$ cat config.mk
export PLATFORM = sky130hd
export DESIGN_NAME = pingpong_bank_ctrl
export DESIGN_NICKNAME = d
export VERILOG_FILES = /design/src/rtl/pingpong_bank_ctrl.sv
export SDC_FILE = /design/constraint.sdc
export NUM_CORES = 1
export LEC_CHECK = 0
export BUFFER_PORTS_ARGS = -buffer_cell sky130_fd_sc_hd__buf_2
export CAP_MARGIN = 20
export CELL_PAD_IN_SITES_DETAIL_PLACEMENT = 1
export CELL_PAD_IN_SITES_GLOBAL_PLACEMENT = 1
export CORE_UTILIZATION = 34
export DETAILED_ROUTE_END_ITERATION = 7
export GPL_TIMING_DRIVEN = 0
export PLACE_DENSITY_LB_ADDON = 0.1
export SYNTH_ARGS = -nofsm -noshare
export SYNTH_HDL_FRONTEND = slang
export SYNTH_SLANG_ARGS = --single-unit
$ cat constraint.sdc
create_clock -name clk -period 2 [get_ports clk]
set_clock_uncertainty 0.05 [all_clocks]
set_input_delay 0.4 -clock clk [delete_from_list [all_inputs] [get_ports clk]]
set_output_delay 0.4 -clock clk [all_outputs]
set_load 0.01 [all_outputs]
$ cat src/rtl/pingpong_bank_ctrl.sv
// N-way ping-pong FIFO bank controller: fills banks round-robin, drains full banks to the consumer.
// Optional macro PPB_AUTO_RECOVER_EN: ERROR holds bank resets for 4 cycles, then restarts from INIT.
module pingpong_bank_ctrl #(
    parameter int NUM_BANKS = 2,
    parameter int IDX_W     = $clog2(NUM_BANKS),
    parameter int CNT_W     = 16
) (
    input  logic                 clk,
    input  logic                 reset,
    input  logic [NUM_BANKS-1:0] full,
    input  logic [NUM_BANKS-1:0] empty,
    input  logic                 src_valid,
    input  logic                 dst_ready,
    output logic [NUM_BANKS-1:0] bank_rst,
    output logic [NUM_BANKS-1:0] wr_en,
    output logic [NUM_BANKS-1:0] rd_en,
    output logic [IDX_W-1:0]     wr_bank,
    output logic [IDX_W-1:0]     rd_bank,
    output logic [IDX_W:0]       occ,
    output logic                 src_stall,
    output logic                 err,
    output logic [CNT_W-1:0]     xfer_cnt
);

    typedef enum logic [1:0] {
        INIT       = 2'b00,
        WAIT_EMPTY = 2'b01,
        STREAM     = 2'b10,
        ERROR      = 2'b11
    } state_t;

    localparam logic [IDX_W:0]   NB       = (IDX_W+1)'(NUM_BANKS);
    localparam logic [IDX_W:0]   OCC_ONE  = (IDX_W+1)'(1);
    localparam logic [IDX_W-1:0] IDX_LAST = IDX_W'(NUM_BANKS - 1);
    localparam logic [IDX_W-1:0] IDX_ONE  = IDX_W'(1);
    localparam logic [CNT_W-1:0] CNT_ONE  = CNT_W'(1);

    state_t            state_r, state_s;
    logic [IDX_W-1:0]  wr_bank_r, rd_bank_r;
    logic [IDX_W:0]    occ_r;
    logic              draining_r;
    logic              err_r;
    logic [CNT_W-1:0]  xfer_cnt_r;
    logic              commit_s, drain_done_s, fault_s, has_room_s, has_data_s;
`ifdef PPB_AUTO_RECOVER_EN
    logic [1:0]        recover_cnt_r;
`endif

    function automatic logic [IDX_W-1:0] next_idx(input logic [IDX_W-1:0] idx);
        next_idx = (idx == IDX_LAST) ? {IDX_W{1'b0}} : idx + IDX_ONE;
    endfunction

    assign has_room_s   = (occ_r < NB);
    assign has_data_s   = (occ_r != {(IDX_W+1){1'b0}});
    assign commit_s     = (state_r == STREAM) && has_room_s && full[wr_bank_r];
    assign drain_done_s = (state_r == STREAM) && has_data_s && draining_r && empty[rd_bank_r];
    // A committed bank that is neither full nor being drained has lost its data.
    assign fault_s      = (|(full & empty)) || (!full[rd_bank_r] && !draining_r && has_data_s);

    // Next-state selection for the control FSM
    always_comb begin
        state_s = state_r;
        case (state_r)
            INIT:       state_s = WAIT_EMPTY;
            WAIT_EMPTY: begin
                if (|full)        state_s = ERROR;
                else if (&empty)  state_s = STREAM;
                else              state_s = WAIT_EMPTY;
            end
            STREAM: begin
                if (fault_s) state_s = ERROR;
                else         state_s = STREAM;
            end
            ERROR: begin
`ifdef PPB_AUTO_RECOVER_EN
                if (recover_cnt_r == 2'd3) state_s = INIT;
                else                       state_s = ERROR;
`else
                state_s = ERROR;
`endif
            end
            default: state_s = ERROR;
        endcase
    end

    // Bank resets and the one-hot write/read enables
    always_comb begin
        bank_rst = {NUM_BANKS{1'b0}};
        wr_en    = {NUM_BANKS{1'b0}};
        rd_en    = {NUM_BANKS{1'b0}};
        if (state_r == INIT || state_r == ERROR) begin
            bank_rst = {NUM_BANKS{1'b1}};
        end else if (state_r == STREAM) begin
            wr_en[wr_bank_r] = src_valid && has_room_s && !full[wr_bank_r];
            rd_en[rd_bank_r] = has_data_s && dst_ready && !empty[rd_bank_r];
        end else begin
            bank_rst = {NUM_BANKS{1'b0}};
        end
    end

    // State, pointers, occupancy, drain flag, sticky error and transfer count
    always_ff @(posedge clk) begin
        if (reset) begin
            state_r    <= INIT;
            wr_bank_r  <= {IDX_W{1'b0}};
            rd_bank_r  <= {IDX_W{1'b0}};
            occ_r      <= {(IDX_W+1){1'b0}};
            draining_r <= 1'b0;
            err_r      <= 1'b0;
            xfer_cnt_r <= {CNT_W{1'b0}};
`ifdef PPB_AUTO_RECOVER_EN
            recover_cnt_r <= 2'd0;
`endif
        end else begin
            state_r <= state_s;
            if (state_s == ERROR) err_r <= 1'b1;
            if (state_r == STREAM && !fault_s) begin
                if (commit_s) wr_bank_r <= next_idx(wr_bank_r);
                if (drain_done_s) begin
                    rd_bank_r  <= next_idx(rd_bank_r);
                    draining_r <= 1'b0;
                    xfer_cnt_r <= xfer_cnt_r + CNT_ONE;
                end else if (|rd_en) begin
                    draining_r <= 1'b1;
                end
                case ({commit_s, drain_done_s})
                    2'b10:   occ_r <= occ_r + OCC_ONE;
                    2'b01:   occ_r <= occ_r - OCC_ONE;
                    default: occ_r <= occ_r;
                endcase
            end
`ifdef PPB_AUTO_RECOVER_EN
            if (state_r == ERROR) begin
                recover_cnt_r <= recover_cnt_r + 2'd1;
                if (recover_cnt_r == 2'd3) begin
                    wr_bank_r  <= {IDX_W{1'b0}};
                    rd_bank_r  <= {IDX_W{1'b0}};
                    occ_r      <= {(IDX_W+1){1'b0}};
                    draining_r <= 1'b0;
                end
            end
`endif
        end
    end

    assign wr_bank   = wr_bank_r;
    assign rd_bank   = rd_bank_r;
    assign occ       = occ_r;
    assign src_stall = (occ_r == NB);
    assign err       = err_r;
    assign xfer_cnt  = xfer_cnt_r;

endmodule

==> flow_summary.yaml <==
outcome:
  status: "complete, but fails checks"
  violations: "setup timing"
cts:
  clockRootBuffer: "clkbuf_8"
  cts_tree: "built"
  cts.path.max_buffers: 2
  cts_inserted_buffers: 3
  htree_levels: 1
  clk_pin_slew_ns: 0.09
  clock_latency_ns: 0.27
  cts_num_sinks: 24
  ctsHoldBuffers: 0
logic_synthesis:
  synthTopCellsByCount: "dfxtp_1, a21oi_1, nor2_1"
  avgSynthCellArea_um2: 8.692
  ys_seq_area_share_pct: 36.61
  synth_top_area_share_pct: 36.61
  ys_seq_elements: 24
  synth_ff_type: "dfxtp_1"
  synth_area_leaders: "dfxtp_1, ha_1, a21oi_1"
  async_flop_share_pct: 0
  synth_most_common_cell: "dfxtp_1"
  synth.distinct_cells: 39
  synth_edf_count: 0
  yosysWarnings: 0
  syn_nets: 165
  syn_area_mm2: 0.001313
  yosysTopAreaCell: "dfxtp_1"
  syn_inst: 151
worst_setup_path:
  critPathBufInv: 2
  critPathMaxStageDelay_ns: 0.37
  worstPathCellList: "inv_4, ha_4, nor2b_4, nand3_4, nor3b_2, buf_2"
  crit_type: "reg -> out"
  crit_fanout: 6
  r2r-start: "state_r[0]"
  critPathArrivalTime_ns: 1.56
  r2r_slack_ns: 0.04
  cp-startpoint: "state_r[0]"
  cp-endpoint: "wr_en[1]"
  crit_cells: 6
  cp.required_ns: 1.55
  start_kind: "flip-flop"
  critical-path-top-delay-family: "simple AND/OR/NAND/NOR gates"
  worstRegToRegCells: 10
  r2r_end: "occ[1]"
  cp-end-kind: "output pin"
  crit_path_top_delay_cell: "dfxtp_4"
global_routing:
  grt_overflow: 0
  first_global_vias: 1195
  grtUsageTotal_pct: 17.68
  grt_pass1_wl_um: 5678
  grt_max_degree: 15
  antenna_found_initial: 0
route:
  routed-via-count: 1296
  viasPerCell: 5.290
  drtIter0Drc: 39
  drcViolationCount: 0
  routed_wl_um: 3688
  wl_per_cell_um: 15.05
  final_antenna_net_count: 0
  drtPass1Iterations: 4
floorplanning:
  core_mm2: 0.003689
  die_h_um: 64.13
  rows: 22
  boundaryPins: 36
  die_w_um: 64.13
  dieArea_mm2: 0.004113
  initial_core_util_pct: 35.58
power_and_ir_drop:
  power.total_mw: 1.062
  p_leak_nw: 0.7512
  power_density_mw_per_mm2: 585.1
  peakVddDrop_v: 0.0004880
timing:
  setup_viol: 1
  slew_violations: 0
  setup_ws_ns: -0.008055
  post-route-min-period_ns: 2.008
  max_freq_ghz: 0.4980
  hold_viol_final: 0
  tightest_slew_ns: 0.4934
  fin_crit_sh_pct: 100.4
  rsz0062_at_grt: "true"
  relSlewSlack_pct: 67.11
layout:
  regArea_um2: 489.2
  drive_gt1_share_pct: 38.58
  n_fill_cell: 437
  synthToLayoutAreaGrowth_pct: 38.32
  fin_cells: 245
  antenna_cells: 0
  nNetsFinal: 212
  multi_input_area_um2: 885.9
min_path:
  hold_class: "reg -> reg"
  min_from: "err"
placed_design:
  dp.cells: 233
  dp_hpwl_um: 2478
  io_buffers: 34
  gp_congestion: 0.7356
job:
  maxCapViolCount: 0
==> report_power, final <==
| part | internal (mW) | switching [mW] |
|---|---|---|
| clock | 0.268 | 0.161 |
| sequential | 0.485 | 0.00813 |
| combinational | 0.0644 | 0.0765 |
==> area by class of cell <==
cell class | count | share of cell area [%]
tap | 48 | 3.308
clock inverter | 1 | 1.654
timing repair buffer | 42 | 13.09
inverter | 9 | 1.999
multi-input combinational | 111 | 48.79
clock buffer | 3 | 2.274
sequential | 24 | 26.95
buffer | 7 | 1.930
==> kinds of logic after synthesis <==
kind of cell | synth area share [%]
and+or+nand+nor | 23.16
AOI/OAI and AO/OA | 19.45
DFF | 36.61
buffers and inverters | 5.242
xor gates and xnor gates | 5.339
adders and majority gates | 5.720
muxes | 4.480
==> sequential cells by signal, indices dropped and copies added (netlist names) <==
name / count
state_r: 2
xfer_cnt: 16
occ: 2
rd_bank: 1
err: 1
draining_r: 1
wr_bank: 1
==> routing by layer <==
metal | vias up | part of all wire (%) | global-route usage [%]
met4 | 0 | 1.6 | 4.167
met1 | 638 | 45 | 22.76
met5 | - | 0 | 0
met3 | 6 | 2.2 | 3.750
met2 | 17 | 51 | 30.05
li1 | 635 | - | -
==> stage by stage <==
step / setup WS (ns) / hold slack, ns / setup TNS, ns / area, µm² / utilization (%)
floorplan: 0.1133 / 0.4429 / 0 / 1313 / -
global placement: -0.08595 / 0.4081 / -0.1522 / 1543 / 41.83
detailed placement: -0.1488 / 0.4147 / -0.3999 / 1543 / 41.83
CTS: 0.005180 / 0.4293 / 0 / 1705 / 46.23
global route: -0.09072 / 0.4518 / -0.3547 / 1815 / 49.22
finish: -0.008055 / 0.4273 / -0.008055 / 1815 / 49.22
==> layout by cell type (no fill, tap or decap), types with 3 or more instances in the layout <==
cell and n:
buf_2 35, inv_1 7, clkbuf_1 3, dfxtp_1 21, ha_1 3, nand4_1 3, o21ai_0 9, and2_1 3
buf_4 8, mux2_2 3, nor2_1 11, clkbuf_8 3, nand2_1 7, or4_1 3, a21oi_1 12, xor2_1 5
or3_1 8, o31ai_1 3, xnor2_1 3, ha_4 3
==> tightest hold or removal path: stages (launching register included) <==
cell,delay (ns)
dfxtp_1,0.32
inv_1,0.05
o22ai_1,0.07
==> what timing repair did <==
item / 4_1_cts / 5_1_grt
setup endpoints to repair: 10 / 7
buffers inserted: 5 / 3
cloned: 0 / 0
pin swaps: 1 / 8
gates resized for setup: 14 / 16
hold endpoints to repair: 0 / 0
==> how the worst min path moves through the flow <==
stage,end,slack (ns),depth (start not counted)
2_1_floorplan,err,0.44,2
3_3_place_gp,err,0.41,2
3_5_place_dp,err,0.41,2
4_1_cts,err,0.43,2
5_1_grt,err,0.45,2
6_report,err,0.43,2
(Power assumes the default switching activity.)
